--- config.mk ---
export PLATFORM = sky130hd
export DESIGN_NAME = fwd_select_unit
export DESIGN_NICKNAME = d
export VERILOG_FILES = /design/src/rtl/fwd_select_unit.sv
export SDC_FILE = /design/constraint.sdc
export NUM_CORES = 1
export LEC_CHECK = 0
export CAP_MARGIN = 5
export CORE_UTILIZATION = 55
export CTS_BUF_LIST = sky130_fd_sc_hd__clkbuf_8
export DETAILED_ROUTE_END_ITERATION = 8
export HOLD_SLACK_MARGIN = 0.05
export PLACE_DENSITY = 0.88
export SLEW_MARGIN = 40
export SYNTH_ARGS = -nofsm -noshare
export SYNTH_HDL_FRONTEND = slang
export SYNTH_SLANG_ARGS = --single-unit
export TNS_END_PERCENT = 10
--- constraint.sdc ---
create_clock -name clk -period 4.3 [get_ports clk]
set_input_delay 0.86 -clock clk [delete_from_list [all_inputs] [get_ports clk]]
set_output_delay 0.86 -clock clk [all_outputs]
set_load 0.02 [all_outputs]
--- src/rtl/fwd_select_unit.sv ---
// fwd_select_unit
//   Forwarding and load-use hazard controller for the pipelined MIPS
//   R-type/load datapath.
//
//   The unit keeps its own shadow copy of the destination metadata for the
//   EX, MEM and WB stages, so the datapath needs no extra wiring. At each
//   rising edge it registers the EX operand mux selects for the instruction
//   that is leaving ID. It also raises a combinational stall when a load in
//   EX feeds the instruction in ID.
//
// Ports
//   clk          pipeline clock; all state updates on the rising edge
//   reset        asynchronous, active-high; clears all state
//   id_valid     a real instruction occupies ID this cycle
//   id_rs        source register 1 of the ID instruction
//   id_rt        source register 2 of the ID instruction
//   id_uses_rt   rt is read as a source (R-type, store)
//   id_reg_write ID instruction writes the register file
//   id_mem_read  ID instruction is a load
//   id_dest      destination register of the ID instruction (after RegDst)
//   fwd_a_sel    EX operand-A select: 00 regfile, 10 EX/MEM, 01 MEM/WB
//   fwd_b_sel    EX operand-B select, same encoding
//   stall        load-use hazard: hold PC and IF/ID, bubble into EX
//   stall_count  saturating count of stall cycles since reset
module fwd_select_unit #(
  parameter int unsigned REG_ADDR_W = 5,
  parameter int unsigned CNT_W      = 16
) (
  input  logic                  clk,
  input  logic                  reset,
  input  logic                  id_valid,
  input  logic [REG_ADDR_W-1:0] id_rs,
  input  logic [REG_ADDR_W-1:0] id_rt,
  input  logic                  id_uses_rt,
  input  logic                  id_reg_write,
  input  logic                  id_mem_read,
  input  logic [REG_ADDR_W-1:0] id_dest,
  output logic [1:0]            fwd_a_sel,
  output logic [1:0]            fwd_b_sel,
  output logic                  stall,
  output logic [CNT_W-1:0]      stall_count
);

  typedef enum logic [1:0] {
    SEL_RF  = 2'b00,
    SEL_WB  = 2'b01,
    SEL_MEM = 2'b10
  } sel_e;

  typedef struct packed {
    logic                  valid;
    logic                  reg_write;
    logic                  mem_read;
    logic [REG_ADDR_W-1:0] dest;
  } stage_t;

  localparam logic [1:0] EX  = 2'd0;
  localparam logic [1:0] MEM = 2'd1;
  localparam logic [1:0] WB  = 2'd2;

  // Shadow pipeline indexed EX/MEM/WB. WB is kept so the shadow state
  // mirrors the datapath, but it is never consulted: the register file
  // writes in the first half-cycle and reads in the second.
  stage_t           pipe [3];
  stage_t           ex_next;
  sel_e             a_q, b_q, a_d, b_d;
  logic [CNT_W-1:0] cnt_q;

  // A stage produces r only if it really writes and r is not $0.
  function automatic logic writes(input stage_t s, input logic [REG_ADDR_W-1:0] r);
    return s.valid && s.reg_write && (s.dest == r) && (r != '0);
  endfunction

  always_comb begin
    stall = pipe[EX].valid && pipe[EX].mem_read && pipe[EX].reg_write &&
            (pipe[EX].dest != '0) && id_valid &&
            ((pipe[EX].dest == id_rs) ||
             (id_uses_rt && (pipe[EX].dest == id_rt)));
  end

  // Selects are chosen against the stages as they stand now. The EX
  // producer will be in MEM next cycle and MEM will be in WB, so the EX
  // producer is tested first and the newest value wins.
  always_comb begin
    ex_next = '0;
    a_d     = SEL_RF;
    b_d     = SEL_RF;
    if (!stall) begin
      ex_next = {id_valid, id_reg_write, id_mem_read, id_dest};
      if (id_valid) begin
        if (writes(pipe[EX], id_rs))       a_d = SEL_MEM;
        else if (writes(pipe[MEM], id_rs)) a_d = SEL_WB;
        if (id_uses_rt) begin
          if (writes(pipe[EX], id_rt))       b_d = SEL_MEM;
          else if (writes(pipe[MEM], id_rt)) b_d = SEL_WB;
        end
      end
    end
  end

  always_ff @(posedge clk or posedge reset) begin
    if (reset) begin
      pipe[EX]  <= '0;
      pipe[MEM] <= '0;
      pipe[WB]  <= '0;
      a_q       <= SEL_RF;
      b_q       <= SEL_RF;
      cnt_q     <= '0;
    end else begin
      pipe[EX]  <= ex_next;
      pipe[MEM] <= pipe[EX];
      pipe[WB]  <= pipe[MEM];
      a_q       <= a_d;
      b_q       <= b_d;
      if (stall && (cnt_q != '1))
        cnt_q <= cnt_q + {{(CNT_W-1){1'b0}}, 1'b1};
    end
  end

  assign fwd_a_sel   = a_q;
  assign fwd_b_sel   = b_q;
  assign stall_count = cnt_q;

endmodule

==> parameters.txt, run 1 <==
Parameter                              Value

Run status
  Result of the run ... complete, no violations

Placed design
  PortBufs ... 41
  Sum of net half-perimeters after detailed placement ... roughly 2500 um
  Placed instance area ... roughly 2200 sq um
  Final RePlAce weighted congestion ... 0.8926
  Placed cell count ... approximately 220

Route
  DRT Pass-1 Iters ... 4
  Drt drc ... 0
  Number of routed nets with antenna violations ... 0
  Initial DRC Count ... 52
  Via total after detailed routing ... roughly 1,300
  Total Wirelength ... about 3400 um
  Wire per inst ... approximately 15 um
  Detailed-route vias per instance ... approximately 5.6

Setup path
  Setup crit start ... id_rs[0]
  End point of the critical path ... stall
  Worst Setup End Kind ... output pin
  Destination of the worst register-to-register timing path ... stall_count[7]
  Reg-to-reg startpoint ... pipe[16]
  Sort of element at the start of the critical path ... primary input
  Signal arrival time at the worst endpoint ... ~2700 ps
  Worst reg-to-reg setup slack ... between 2000 and 2500 ps
  Critical path fanouts, max ... 4
  Number of cell instances on the worst register-to-register path ... 7
  Critical setup path kind ... in -> out
  Required time of the critical path ... roughly 3400 ps

Power and ir drop
  Total leakage power ... 0.9648 nW
  Reg power frac ... between 50% and 60%
  Combinational share of power ... between 10 and 15%
  Power per standard cell area ... 293.1 nW/um^2
  Sw Share ... 23.66%
  P_int ... ~0.50 mW
  Switching power total ... 0.1558 mW
  Fraction of power consumed by the clock network ... 36.5%
  Worst ir drop on vdd ... roughly 0.26 mV
  Post-route total power ... around 0.66 mW

Hold path
  Min-delay worst type ... reg -> reg

Final layout
  Combined area of the multi-input logic cells ... between 800 and 900 sq um
  Count of fill cells added during filler insertion ... approximately 200
  Share of post-route cells with drive strength above 1 ... 11.17%
  Area taken by flip-flops and latches ... 875.8 sq um
  Fin area ... between 2000 and 2500 sq um
  Signed area change from the synthesized netlist to the final layout ... 31.41%
  Antenna diode count ... 0
  Count of non-filler cells in the finished layout ... around 230
  Count of nets after finishing ... between 200 and 250

GRT
  Wire length of the first global-routing pass ... 5616 um
  GR Util All Layers ... between 20% and 30%
  Pin count of the biggest net entering global routing ... 36
  Via count of the first global-routing pass ... 1,225
  Residual overflow from global routing ... 0
  Antenna violations before repair ... 0

Timing
  Max_slew headroom ... about 66%
  Final count of negative-setup-slack endpoints ... 0
  Final critical-path required period ... 3600 ps
  Post-route setup TNS ... 0 ps
  Clock skew after layout ... roughly 15 ps
  Share of the clock period used by the worst path ... about 84%
  Count of pins over their slew limit ... 0
  Unrepaired setup endpoints after global routing ... false
  Worst slew pin tran ... approximately 500 ps
  Highest clock frequency the design can meet ... approximately 280 MHz
  Hold Fails Final Rpt ... 0

CTS
  Post-CTS resize count ... 0
  Number of levels the H-tree was split into ... 2
  Clock transition time at the flip-flop clock pins of the worst setup and hold paths ... approximately 70 ps
  Clock buffer depth ... 2
  CTS tree ... yes
  Insertion delay of the later-clocked pin in the worst-skew pair ... 300 ps
  Setup Buffers After CTS ... 0
  Buffer type at the clock tree root ... sky130_fd_sc_hd__clkbuf_8
  Hold-fix buffers at CTS ... 0
  Sink Count ... 35
  Number of clock buffers inserted by TritonCTS ... 5

Synthesis
  Largest family of logic cells by synthesized area ... simple AND/OR/NAND/NOR gates
  Flops & latches, synth ... 35
  Syn Std Cell Area ... 1709 sq um
  Fraction of synthesized cell area in xor and xnor cells ... approximately 17%
  Async set or reset register ratio after synthesis ... 100.0%
  Library cell occupying the most area in the post-synthesis netlist ... sky130_fd_sc_hd__dfrtp_1
  Instance count of the mapped netlist ... around 150
  Proportion of netlist area held by the largest area contributor ... 51.24%
  Cells taking the most area after synthesis ... sky130_fd_sc_hd__dfrtp_1 51%, sky130_fd_sc_hd__xor2_1 9.7%, sky130_fd_sc_hd__xnor2_1 7.7%, sky130_fd_sc_hd__nand3_1 3.8%, sky130_fd_sc_hd__and2_1 2.9%
  Main synth FF type ... sky130_fd_sc_hd__dfrtp_1
  Sequential cell area fraction in the yosys report ... 51.24%
  Count of unique library cells instantiated by Yosys ... 33
  Simple-Gate Fraction of Synth Area ... approximately a quarter
  Adder and majority gate portion of the synthesized area ... less than 1%
  Count of flip-flops with a built-in enable after synthesis ... 0
  Average cell area after synthesis ... ~11 sq um
  Synth Warn # ... 0
  Post-Synthesis Net Count ... about 170
  Portion of netlist area occupied by mux cells ... 1.537%
  Synth Area in Compound Gates ... under 10%

Floorplan
  Starting Density ... 59.91%
  Total core area ... ~2900 sq um
  Floorplan die area ... around 3300 sq um
  Die width ... roughly 58 um
  Die extent in y ... between 50 and 60 um
  Placement row count ... 19
  Count of boundary I/O pins ... 42

Job
  Maximum Capacitance Violations ... 0
layout make-up:
type	count	share of cell area, %
Sequential cell	35	39.00
Tap cell	31	1.727
Clock inverter	1	0.2228
Timing Repair Buffer	43	18.94
Multi-Input combinational cell	109	35.93
Clock buffer	6	3.677
Inverter	3	0.5014
cells by family after synthesis:
family | after synthesis
muxes | 2
AOI/OAI and AO/OA | 4
buffers and inverters | 5
and+or+nand+nor | 68
adders and majority gates | 1
DFF | 35
xor gates and xnor gates | 34
worst min path at each step:
stage              from        to  slack (ps)  cells past startpoint
2_1_floorplan  pipe[23]  pipe[15]         390                      0
3_3_place_gp   pipe[22]  pipe[14]         440                      0
3_5_place_dp   pipe[23]  pipe[15]         440                      0
4_1_cts        pipe[23]  pipe[15]         460                      0
5_1_grt        pipe[23]  pipe[15]         490                      0
6_report       pipe[22]  pipe[14]         460                      0
cells in the mapped netlist (2+ instances only):
cell and count:
sky130_fd_sc_hd__dfrtp_1 35, sky130_fd_sc_hd__xor2_1 19, sky130_fd_sc_hd__xnor2_1 15, sky130_fd_sc_hd__nand3_1 13, sky130_fd_sc_hd__and2_1 8, sky130_fd_sc_hd__nor2_1 8
sky130_fd_sc_hd__nor3_1 8, sky130_fd_sc_hd__nand2_1 7, sky130_fd_sc_hd__nand4_1 4, sky130_fd_sc_hd__nor4_1 4, sky130_fd_sc_hd__inv_1 3, sky130_fd_sc_hd__nor4_2 2
sky130_fd_sc_hd__nor4_4 2, sky130_fd_sc_hd__or4_1 2
sequential cells by signal, indices dropped and copies added, names as in the netlist:
name         cells
fwd_a_sel        2
fwd_b_sel        2
pipe            15
stall_count     16
per-layer routing:
metal / vias to the layer above / part of all wire [%] / global-route usage (%)
met5: - / 0 / 0
met4: 0 / 3.3 / 14.29
met3: 13 / 5.8 / 5.357
met2: 43 / 48 / 35.71
met1: 611 / 43 / 29.82
li1: 610 / - / -
power by group through the flow:
stage	clock [mW]	combinational, mW	sequential (mW)
2_1_floorplan	0	0.0318	0.356
3_3_place_gp	0	0.0653	0.356
3_5_place_dp	0	0.0672	0.357
4_1_cts	0.243	0.0681	0.351
5_1_grt	0.259	0.0737	0.352
6_report	0.240	0.0674	0.351
worst max-delay path, cell delays in order:
cell	delay (ps)
sky130_fd_sc_hd__clkdlybuf4s50_1	530
sky130_fd_sc_hd__xnor2_1	140
sky130_fd_sc_hd__nand3_1	100
sky130_fd_sc_hd__nor3_2	260
sky130_fd_sc_hd__o21ai_2	100
sky130_fd_sc_hd__inv_1	130
sky130_fd_sc_hd__clkdlybuf4s50_1	620
cells in the final DEF, fill, tap and decap left out, types with 6 or more instances in the layout:
cell and instances:
sky130_fd_sc_hd__clkbuf_8 6, sky130_fd_sc_hd__clkdlybuf4s50_1 41, sky130_fd_sc_hd__nor2_1 8, sky130_fd_sc_hd__and2_1 8, sky130_fd_sc_hd__nand2_1 7, sky130_fd_sc_hd__nand3_1 13
sky130_fd_sc_hd__nor3_1 8, sky130_fd_sc_hd__dfrtp_1 35, sky130_fd_sc_hd__xor2_1 19, sky130_fd_sc_hd__xnor2_1 15
per-stage QoR:
stage                     utilization, %  hold slack [ps]  setup slack (ps)
after global placement             75.66            439.0             803.0
after global routing               78.73            493.2             630.8
after CTS                          78.73            461.7             707.7
final                              78.73            458.4             700.2
after detailed placement           75.66            439.3             721.8
after floorplan                        -            393.8              1836
No activity file was read; power rests on OpenSTA's default activity.
==> run 2, diff against run 1 <==
Settings changed: CORE_UTILIZATION 55 to 46, PLACE_DENSITY 0.88 to 0.78.
Clock period 4.3 ns to 3.2 ns, I/O delays scaled along.
==> run 2 against run 1 <==
Compared with the run above: final area up 2.3%; die area rose by 19%; cell count up 7.5%; clock skew is 11 ps lower; worst setup slack got worse by 590 ps; critical path type unchanged; largest power group unchanged; critical endpoint unchanged.
==> parameters.txt, run 2 (synthesis gave the netlist of run 1 again) <==
Parameter                              Value

Run status
  Result of the run ... complete, no violations

Route
  Number of routed nets with antenna violations ... 0 (unchanged)
  Total Wirelength ... 3503 um (+2.6%)
  DRT Pass-1 Iters ... 4 (unchanged)
  Via total after detailed routing ... 1,274 (-0.23%)
  Wire per inst ... 14.30 um (-4.5%)
  Drt drc ... 0 (unchanged)
  Detailed-route vias per instance ... 5.200 (-7.2%)
  Initial DRC Count ... 63 (+21%)

CTS
  Insertion delay of the later-clocked pin in the worst-skew pair ... 290 ps (about the same)
  Clock transition time at the flip-flop clock pins of the worst setup and hold paths ... 70 ps (about the same)
  CTS tree ... yes
  Post-CTS resize count ... 0 (unchanged)
  Number of levels the H-tree was split into ... 2 (unchanged)
  Sink Count ... 35 (unchanged)
  Number of clock buffers inserted by TritonCTS ... 5 (unchanged)
  Setup Buffers After CTS ... 0 (unchanged)
  Hold-fix buffers at CTS ... 0 (unchanged)
  Clock buffer depth ... 2 (unchanged)
  Buffer type at the clock tree root ... sky130_fd_sc_hd__clkbuf_8

Timing
  Clock skew after layout ... 3.825 ps (-11.17 ps)
  Hold Fails Final Rpt ... 0 (unchanged)
  Worst slew pin tran ... 537.5 ps (+26.63 ps)
  Unrepaired setup endpoints after global routing ... false
  Worst path setup slack after routing ... 113.8 ps (-586.4 ps)
  Share of the clock period used by the worst path ... between 90% and 100%
  Post-route setup TNS ... 0 ps (unchanged)
  Count of pins over their slew limit ... 0 (unchanged)
  Final critical-path required period ... 3086 ps
  Highest clock frequency the design can meet ... about 320 MHz
  Max_slew headroom ... 63.90% (-1.8 points)
  Final count of negative-setup-slack endpoints ... 0 (unchanged)

Setup path
  Worst Setup End Kind ... output pin
  Critical Path, Cell by Cell ... clkdlybuf4s50_1 -> xnor2_1 -> nand3_1 -> nor3_2 -> o21ai_2 -> inv_1 -> clkdlybuf4s50_1
  Signal arrival time at the worst endpoint ... 2450 ps (-290 ps)
  Worst reg-to-reg setup slack ... 1230 ps (-1130 ps)
  Critical path fanouts, max ... 3 (-1)
  Cell repeated most along the worst path ... sky130_fd_sc_hd__clkdlybuf4s50_1
  WP buf/inv ... 3 (unchanged)
  Cell with the largest stage delay on the worst path ... sky130_fd_sc_hd__clkdlybuf4s50_1
  Crit-path leading delay family ... buffers and inverters
  Critical setup path kind ... in -> out
  Sort of element at the start of the critical path ... primary input
  Required time of the critical path ... 2560 ps (-880 ps)
  Largest incremental delay on the critical path ... 600 ps (-20 ps)

Final layout
  Signed area change from the synthesized netlist to the final layout ... 34.41%
  Flip-flop count of the largest register after layout ... 16 (unchanged)
  Count of nets after finishing ... 220 (+0.46%)
  Highest-count cells in the layout ignoring fill and taps ... 41 x sky130_fd_sc_hd__clkdlybuf4s50_1, 35 x sky130_fd_sc_hd__dfrtp_1, 19 x sky130_fd_sc_hd__xor2_1, 15 x sky130_fd_sc_hd__xnor2_1, 13 x sky130_fd_sc_hd__nand3_1
  Final design utilization ... 66.74% (-12 points)
  Antenna diode count ... 0 (unchanged)
  Share of post-route cells with drive strength above 1 ... 12.06% (+0.89 points)
  Most common cell after layout, fill and taps aside ... sky130_fd_sc_hd__clkdlybuf4s50_1

Placed design
  PortBufs ... 41 (unchanged)
  Placement Setup Slack ... 133.9 ps (-587.9 ps)
  Final RePlAce weighted congestion ... 0.9300 (+4.2%)
  Sum of net half-perimeters after detailed placement ... 2539 um (+0.79%)

GRT
  Via count of the first global-routing pass ... 1,334 (+8.9%)
  Pin count of the biggest net entering global routing ... 36 (unchanged)
  Antenna violations before repair ... 0 (unchanged)
  GR Util All Layers ... 20.41% (-2.8 points)
  Residual overflow from global routing ... 0 (unchanged)
  Wire length of the first global-routing pass ... 6141 um (+9.3%)

Floorplan
  Count of boundary I/O pins ... 42 (unchanged)
  Starting Density ... 49.65% (-10 points)
  Die extent in y ... 62.96 um (+9.0%)
  Die width ... 62.96 um (+9.0%)
  Floorplan die area ... 3963 sq um (+19%)
  Total core area ... 3442 sq um (+21%)
  Placement row count ... 21 (+2)

Power and ir drop
  Sw Share ... 23.21% (-0.45 points)
  Power per standard cell area ... 418.6 nW/um^2 (+43%)
  Reg power frac ... 49.0% (-4.3 points)
  Fraction of power consumed by the clock network ... 41.5% (+5.0 points)
  Switching power total ... 0.2232 mW (+43%)
  P_int ... 0.7385 mW (+47%)
  Worst ir drop on vdd ... 0.3197 mV (+25%)
  Total leakage power ... 0.9814 nW (+1.7%)
  Combinational share of power ... 9.6% (-0.6 points)

Job
  Maximum Capacitance Violations ... 0 (unchanged)

Hold path
  Min-delay worst type ... reg -> reg
==> run 2: cell types whose count changed in the layout (fill, tap and decap cells not counted) <==
| cell | delta |
|---|---|
| sky130_fd_sc_hd__bufinv_16 | +1 |
| sky130_fd_sc_hd__clkbuf_8 | -1 |
| sky130_fd_sc_hd__clkinv_4 | +1 |
| sky130_fd_sc_hd__buf_4 | +1 |
==> run 2: cell type report <==
type,count,area [sq um]
Clock buffer,5,68.82
Tap cell,46,57.56
Multi-Input combinational cell,109,807.0
Clock inverter,3,43.79
Fill cell,253,1145
Inverter,3,11.26
Sequential cell,35,875.8
Timing Repair Buffer,44,432.9
==> run 2: stage by stage <==
stage	area (sq um)	hold slack, ps	power [mW]	std cells
floorplan	1709	393.8	0.5217	149
finish	2297	426.4	0.9617	245
detailed placement	2185	416.9	0.5703	237
global route	2297	450.3	0.9997	245
CTS	2297	426.0	0.9688	245
global placement	2185	421.9	0.5668	237
==> run 2: final timing paths <==
check	startpoint	end	cells after the start
worst max-delay path	id_rs[4]	stall	7
worst min-delay path	pipe[23]	pipe[15]	0
worst max register to register	pipe[19]	stall_count[7]	7
worst min register to register	pipe[23]	pipe[15]	0
max in group asynchronous	reset	stall_count[5]	3
min in group asynchronous	reset	pipe[18]	3
==> run 2: layer usage <==
metal	GRT usage, %	share of wire (%)
met2	33.87	51
met5	0	0
met1	23.69	43
met3	6.752	3.5
met4	9.302	2.1
==> run 2: worst reg2reg max path, cell delays in order, from the launching register on <==
cell	delay, ps
sky130_fd_sc_hd__dfrtp_1	460
sky130_fd_sc_hd__xnor2_1	200
sky130_fd_sc_hd__nand3_1	100
sky130_fd_sc_hd__nor3_2	250
sky130_fd_sc_hd__o21ai_2	80
sky130_fd_sc_hd__buf_4	220
sky130_fd_sc_hd__nor4b_1	380
sky130_fd_sc_hd__xor2_1	210
==> run 2: power groups by stage <==
stage          Combinational, mW  Clock, mW  Sequential (mW)
2_1_floorplan             0.0428          0            0.479
3_3_place_gp              0.0887          0            0.478
3_5_place_dp              0.0916          0            0.479
4_1_cts                   0.0925      0.406            0.471
5_1_grt                   0.0999      0.427            0.473
6_report                  0.0922      0.399            0.471
